[config.mk]
export PLATFORM = sky130hd
export DESIGN_NAME = argo_chan_send_arb
export DESIGN_NICKNAME = d
export VERILOG_FILES = /design/src/rtl/argo_chan_send_arb.sv
export SDC_FILE = /design/constraint.sdc
export NUM_CORES = 1
export LEC_CHECK = 0
export CORE_ASPECT_RATIO = 0.9
export CORE_MARGIN = 1.5
export CORE_UTILIZATION = 34
export CTS_CLUSTER_DIAMETER = 80
export DETAILED_ROUTE_END_ITERATION = 8
export PLACE_DENSITY_LB_ADDON = 0.05
export SLEW_MARGIN = 40
export SYNTH_ARGS = -nofsm -noshare
export SYNTH_HDL_FRONTEND = slang
export SYNTH_SLANG_ARGS = --single-unit
[constraint.sdc]
create_clock -name clk -period 2.9 [get_ports clk]
set_input_delay 0.29 -clock clk [delete_from_list [all_inputs] [get_ports clk]]
set_output_delay 0.29 -clock clk [all_outputs]
set_load 0.02 [all_outputs]
[src/rtl/argo_chan_send_arb.sv]
// argo_chan_send_arb
//
// Round-robin send arbiter placed directly in front of one argo_fifo channel.
// Several blocking-send control loops compete for the single FIFO write port.
// The winner gets a one-cycle acknowledge and its payload is written through a
// registered wr_en/wr_data pair. A local occupancy counter tracks every issued
// write, including the one still sitting in the output register. Writes are
// therefore never issued into a full FIFO, and fifo_full is not needed.
//
// Ports:
//   clk           system clock, all logic on posedge
//   rst           synchronous active-low reset
//   send_req      per-sender level request, held until the sender sees its ack
//   send_data     packed payloads, sender i at [i*DATA_WIDTH +: DATA_WIDTH]
//   send_ack      one-hot single-cycle pulse: the sender's word was written
//   fifo_wr_en    registered write enable to the FIFO
//   fifo_wr_data  registered write data to the FIFO (zero when idle)
//   fifo_rd_en    copy of the consumer's registered rd_en on the same FIFO
//   occupancy     local entry count, including the write in flight

module argo_chan_send_arb #(
  parameter int NUM_SENDERS = 4,
  parameter int DATA_WIDTH  = 32,
  parameter int ADDR_WIDTH  = 4,
  parameter int DEPTH       = 1 << ADDR_WIDTH
) (
  input  logic                              clk,
  input  logic                              rst,
  input  logic [NUM_SENDERS-1:0]            send_req,
  input  logic [NUM_SENDERS*DATA_WIDTH-1:0] send_data,
  output logic [NUM_SENDERS-1:0]            send_ack,
  output logic                              fifo_wr_en,
  output logic [DATA_WIDTH-1:0]             fifo_wr_data,
  input  logic                              fifo_rd_en,
  output logic [ADDR_WIDTH:0]               occupancy
);

  localparam int                  PTR_W     = $clog2(NUM_SENDERS);
  localparam logic [ADDR_WIDTH:0] DEPTH_CNT = (ADDR_WIDTH + 1)'(DEPTH);
  localparam logic [PTR_W-1:0]    LAST_IDX  = PTR_W'(NUM_SENDERS - 1);

  logic [PTR_W-1:0]       ptr_q, ptr_d;
  logic [NUM_SENDERS-1:0] ack_q, ack_d;
  logic                   wr_en_q, wr_en_d;
  logic [DATA_WIDTH-1:0]  wr_data_q, wr_data_d;
  logic [ADDR_WIDTH:0]    occ_q, occ_d;

  logic [NUM_SENDERS-1:0] eligible;
  logic                   found;
  logic [PTR_W-1:0]       win;
  logic                   issue;
  logic                   rd;

  // A sender that was just acked is masked for one cycle. Its control loop
  // only drops req after seeing the ack, so without the mask the stale req
  // would be granted a second time.
  always_comb begin
    eligible = send_req & ~ack_q;
    found    = 1'b0;
    win      = '0;
    for (int k = 0; k < NUM_SENDERS; k++) begin
      automatic int               idx_int = (int'(ptr_q) + k) % NUM_SENDERS;
      automatic logic [PTR_W-1:0] idx     = idx_int[PTR_W-1:0];
      if (!found && eligible[idx]) begin
        found = 1'b1;
        win   = idx;
      end
    end
  end

  // Occupancy already includes the write held in the output register.
  // When the count is at DEPTH, issue stays blocked even if a read happens
  // in the same cycle. Issue resumes one cycle later.
  always_comb begin
    issue = found && (occ_q < DEPTH_CNT);
    rd    = fifo_rd_en && (occ_q != '0);
  end

  always_comb begin
    ptr_d     = ptr_q;
    ack_d     = '0;
    wr_en_d   = 1'b0;
    wr_data_d = '0;
    if (issue) begin
      ack_d[win] = 1'b1;
      wr_en_d    = 1'b1;
      wr_data_d  = send_data[int'(win)*DATA_WIDTH +: DATA_WIDTH];
      ptr_d      = (win == LAST_IDX) ? '0 : win + PTR_W'(1);
    end
  end

  always_comb begin
    occ_d = occ_q;
    case ({issue, rd})
      2'b10:   occ_d = occ_q + (ADDR_WIDTH + 1)'(1);
      2'b01:   occ_d = occ_q - (ADDR_WIDTH + 1)'(1);
      default: occ_d = occ_q;
    endcase
  end

  always_ff @(posedge clk) begin
    if (!rst) begin
      ptr_q     <= '0;
      ack_q     <= '0;
      wr_en_q   <= 1'b0;
      wr_data_q <= '0;
      occ_q     <= '0;
    end else begin
      ptr_q     <= ptr_d;
      ack_q     <= ack_d;
      wr_en_q   <= wr_en_d;
      wr_data_q <= wr_data_d;
      occ_q     <= occ_d;
    end
  end

  assign send_ack     = ack_q;
  assign fifo_wr_en   = wr_en_q;
  assign fifo_wr_data = wr_data_q;
  assign occupancy    = occ_q;

endmodule

==> Word level (Yosys, flattened, before mapping) <==
Cells that the tools add are included.
{ "totals": {"input_bits": 135, "register_bits": 44} }
{ "classes": {"shift": 1, "mux": 21, "n_addsub": 6, "n_lt_le_gt_ge": 7, "bitwise": 2, "n_reduce_logical": 12, "eq_ne": 3} }
{ "ops": {"columns": ["op", "count"], "rows": [
  ["$shiftx A128 B8 Y32", 1],
  ["$lt A2 B3 Y1 const B", 5],
  ["$mux W1", 10],
  ["$mux W2", 5],
  ["$pmux W5 S2", 1],
  ["$bmux W1 S2", 4],
  ["$logic_and A1 B1 Y1", 6],
  ["$add A5 B1 Y5 const B", 1],
  ["$lt A5 B5 Y1 const B", 1],
  ["$reduce_bool A5 Y1", 1],
  ["$sub A5 B1 Y5 const B", 1],
  ["$add A2 B1 Y2 const B", 2],
  ["$add A2 B2 Y2 const B", 2],
  ["$and A4 B4 Y4", 1],
  ["$eq A2 B2 Y1 const B", 2],
  ["$not A4 Y4", 1],
  ["$logic_not A1 Y1", 3],
  ["$demux W1 S2", 1],
  ["$eq A2 B1 Y1 const B", 1],
  ["$ge A2 B1 Y1 const B", 1],
  ["$reduce_and A2 Y1", 1],
  ["$reduce_bool A2 Y1", 1]
]} }

==> Longest topological paths before layout <==
Gate-level depths: netlist of run 1.
{ "depth": {"ltp_word": 18, "mapped_depth": 12, "depth_no_buf": 12} }

==> Worst setup path before layout of run 1 <==
OpenSTA, ideal clock, no wires.
{ "synth_path": {"path_kind": "reg-to-reg", "start": "register ack_q[3], in the netlist send_ack[3]", "end": "register occ_q[4], in the netlist occupancy[4]", "slack_ps": 311, "path_stages_with_launch": 12, "setup_ps": 135, "arrival_time_ps": 2454, "cell_sequence": "dfxtp_1 nor2b_1 nor4_1 nor2_1 inv_1 ha_1 ha_1 nor2b_1 o21a_1 o21a_1 o311ai_0 o41ai_1"} }
{ "synth_via": {"elab_chain_cells": 17, "word_cells_on_any_way": 25, "cone_classes": "eq/ne: 2; mux: 13; bitwise: 2; reduce/logical: 8"} }
{ "synth_lines": {"columns": ["item", "line", "source"], "rows": [
  ["start: declaration", "43", "logic [NUM_SENDERS-1:0] ack_q, ack_d;"],
  ["start signal: assignment", "110", "ack_q <= ack_d;"],
  ["$not A4 Y4 (*)", "58", "eligible = send_req & ~ack_q;"],
  ["$and A4 B4 Y4 (*)", "58", null],
  ["$bmux W1 S2", "64", "if (!found && eligible[idx]) begin"],
  ["$mux W1 (not written as such)", "64", null],
  ["$mux W1", "64", null],
  ["$logic_not A1 Y1", "64", null],
  ["$logic_and A1 B1 Y1", "64", null],
  ["$mux W1", "64", null],
  ["$logic_not A1 Y1", "64", null],
  ["$logic_and A1 B1 Y1", "64", null],
  ["$mux W1", "64", null],
  ["$logic_not A1 Y1", "64", null],
  ["$logic_and A1 B1 Y1", "64", null],
  ["$mux W1 (*)", "64", null],
  ["$logic_and A1 B1 Y1 (*)", "75", "issue = found && (occ_q < DEPTH_CNT);"],
  ["$eq A2 B1 Y1 or $eq A2 B2 Y1 (tied branches)", "94", "case ({issue, rd})"],
  ["$pmux W5 S2 or $reduce_bool A2 Y1 (tied branches)", null, null],
  ["end signal: assignment", "107", "occ_q <= '0;"],
  ["end signal: assignment", "113", "occ_q <= occ_d;"],
  ["end: declaration", "46", "logic [ADDR_WIDTH:0] occ_q, occ_d;"]
]} }
Mark *: on every way between the ends. The rest lies on a longest branch, timed or not. The select of a mux whose other input is x is not followed.
A chain may end at the register's enable or synchronous reset.

==> Worst setup path after layout of run 1 <==
{ "layout_path": {"start": "input port send_req[3]", "end": "register occ_q[4], in the netlist occupancy[4]"} }
{ "layout_via": {"elab_chain_cells": 16, "word_cells_on_any_way": 24, "cone_classes": "eq/ne: 2; mux: 13; bitwise: 1; reduce/logical: 8"} }
{ "layout_lines": {"columns": ["item", "line", "source"], "rows": [
  ["start: declaration", "29", "input logic [NUM_SENDERS-1:0] send_req,"],
  ["$and A4 B4 Y4 (*)", "58", null],
  ["$bmux W1 S2", "64", null],
  ["$mux W1 (not written as such)", "64", null],
  ["$mux W1", "64", null],
  ["$logic_not A1 Y1", "64", null],
  ["$logic_and A1 B1 Y1", "64", null],
  ["$mux W1", "64", null],
  ["$logic_not A1 Y1", "64", null],
  ["$logic_and A1 B1 Y1", "64", null],
  ["$mux W1", "64", null],
  ["$logic_not A1 Y1", "64", null],
  ["$logic_and A1 B1 Y1", "64", null],
  ["$mux W1 (*)", "64", null],
  ["$logic_and A1 B1 Y1 (*)", "75", null],
  ["$eq A2 B1 Y1 or $eq A2 B2 Y1 (tied branches)", "94", null],
  ["$pmux W5 S2 or $reduce_bool A2 Y1 (tied branches)", null, null]
]} }
Marked as above.

==> metrics, run 1 <==
Syn Area/Cell 10.6 µm²; Tmin final 2650 ps; register area 881 µm²; final instance area 4310 µm²; Synth Register Bits between 40 and 50; maximum vdd drop 0.355 mV; Worst Hold Class flop to flop; DRT Wirelength 7.09 mm; Starting Density 35.5%; Max Buffers Root-to-Sink 2; synth unique cells 37; first-pass GRT wire length 10.8 mm; antenna viol nets, final 0; Max Cap Violations 0; first drt pass iteration count 4; GRT overflow 0; # rows 28; Final Slew Violations 0; CTS tree yes; final period utilization 91.3%; # IOs around 180; CP Launch Type input port; leakage power total 1.89 nW; largest net degree at the start of global routing 32; DRC viols 0; status finished clean; Post-DP Area 4240 µm²; post-CTS resize count 0; Core Region 6620 µm²; Cells after Synth 222; vias in the first global route 2199; Mapped Area 2350 µm²; share of layout cells above drive strength 1 6.40%; Post-CTS Setup Repair Bufs 0; Multi-input gate area 1310 µm²; Starting DRT DRC Count 28; Vias/cell around 4.7; CP Data Required Time 3070 ps; WHS 497 ps; DP HPWL 5.57 mm; yosys warns 0; Port Buffers 176; Final Skew 6.61 ps; # H-tree levels 2; CP max stage cell nor4_1; fin nets 550; Final Hold Fails 0; drt wl/cell around 14 µm; Finished Layout Cells 496; Area growth syn-to-layout 83.7%; largest fanout on the critical path 3; chip width 90.6 µm; all-layer global routing usage between 10% and 20%; root buf cell clkbuf_8; slowest cell delay on critical path 420 ps; overall die height 81.8 µm; # clock sinks 44; via count around 2300; Worst-path clk slew 80 ps; worst skew pair latency 290 ps; most common cell after layout, fill and taps aside clkdlybuf4s50_1; most frequent cells in the layout 176 x clkdlybuf4s50_1, 64 x mux2i_1, 44 x dfxtp_1; GP Congestion 0.780; final setup violating endpoints 0; Worst setup EP type flop; max_slew headroom 55.1%; Die Footprint ~7400 µm²; RSZ-0062 raised after global routing false; worst-margin pin slew between 600 and 700 ps; fill count 524; Worst EP arrival 2820 ps; critical path start-end classification input port to flop; antenna violations before repair 0; Placed Cells incl. Taps 489; syn nets 366; CTS buffer count 5; ant diodes 0; sequential share of the synthesized area 37.5%; Max Fclk 378 MHz; PwrDens 768 nW/µm²; cell chain of the critical path clkdlybuf4s50_1, nor2b_1, nor4_1, nor2_1, inv_1, ha_1, ha_1, nor2b_1, o21a_1, o21a_1, o311ai_0, o41ai_1; Post-CTS Hold Fix Bufs 0
## critical path: cells and delay by family
family | cells | cell delay [ps]
fa+ha+maj | 2 | 440
buf+inv | 2 | 490
compound gates | 4 | 780
simple gates | 4 | 790
## area by class of cell
type	count	area share, %
clock buffers	6	1.68
clock inverters	1	0.116
inverters	7	0.609
multi-input cells	156	30.4
flip-flops and latches	44	20.4
well taps	90	2.61
repair buffers	192	44.2
## per-layer routing
metal	global-route usage, %	part of all wire (%)	up-vias
li1	-	-	1189
met1	21.4	41	1030
met4	5.87	1.3	0
met5	0	0	-
met2	32.3	48	120
met3	7.04	9.8	7
## registers in the layout (all words and copies together) (netlist names)
signal and flops:
fifo_wr_data 32, occupancy 5, fifo_wr_en 1, send_ack 4, ptr_q 2
## logic make-up (layout without fill, tap and decap cells)
| group | Yosys count | in the layout | share of synthesized area, % |
|---|---|---|---|
| buffers and inverters | 22 | 206 | 7.09 |
| muxes | 64 | 64 | 27.3 |
| and+or+nand+nor | 30 | 30 | 7.67 |
| adders and majority gates | 9 | 9 | 5.11 |
| xor gates and xnor gates | 3 | 3 | 1.12 |
| DFF | 44 | 44 | 37.5 |
| AOI/OAI and AO/OA | 50 | 50 | 14.2 |
## metrics by stage
stage	worst slack (ps)	TNS (ps)	util (%)	power, mW
finish	253	0	65.2	3.31
global route	11.2	0	65.2	3.56
CTS	253	0	65.2	3.36
detailed placement	-37.4	-37.4	64.0	2.98
global placement	-33.2	-33.2	64.0	2.97
floorplan	311	0	-	2.23
## where the power goes
part	internal, mW	switching, mW	total (mW)	leakage [nW]
Sequential	0.831	0.0957	0.927	0.365
Combinational	1.06	0.962	2.02	1.48
Clock	0.164	0.200	0.364	0.0410
Total	2.06	1.26	3.31	1.89
## synthesized netlist by cell type
library cell  count  area, µm²
and2_1            8       50.1
inv_1             6       22.5
nor4b_1           1       8.76
o22ai_1          32        200
buf_4             3       22.5
xnor2_1           1       8.76
xor2_1            2       17.5
nor2_1            2       7.51
a31oi_1           1       6.26
mux2i_1          64        641
nor4_1            2       12.5
o41ai_1           1       8.76
a21boi_0          1       7.51
dfxtp_1          44        881
or3b_1            1       8.76
buf_2             6       30.0
o22a_2            1       10.0
o21a_1            3       22.5
nand2_1           6       22.5
a21oi_1           2       10.0
nand2b_1          2       12.5
nor3_1            1       5.00
o211ai_2          1       12.5
a21boi_1          2       15.0
o211a_1           1       10.0
buf_12            4       80.1
nand3b_1          1       7.51
o21ai_0           3       15.0
nor2b_4           1       13.8
o311ai_0          1       8.76
or2_1             1       6.26
clkbuf_1          2       7.51
nor2b_1           4       25.0
ha_1              8        100
inv_2             1       3.75
fa_1              1       20.0
a21o_1            1       7.51
## path summary, 6_finish.rpt
path         cells after the start            to   startpoint  slack [ps]
max                             12  occupancy[4]  send_req[3]         250
min                              2      ptr_q[0]     ptr_q[0]         500
min reg2reg                      2      ptr_q[0]     ptr_q[0]         500
max reg2reg                     11  occupancy[4]  send_ack[3]         390
(Power assumes the default switching activity.)
==> run 2, diff against run 1 <==
Settings changed: TNS_END_PERCENT set to 30.
==> results of run 2 <==
Final layout, timing and power as in run 1 (identical DEF).
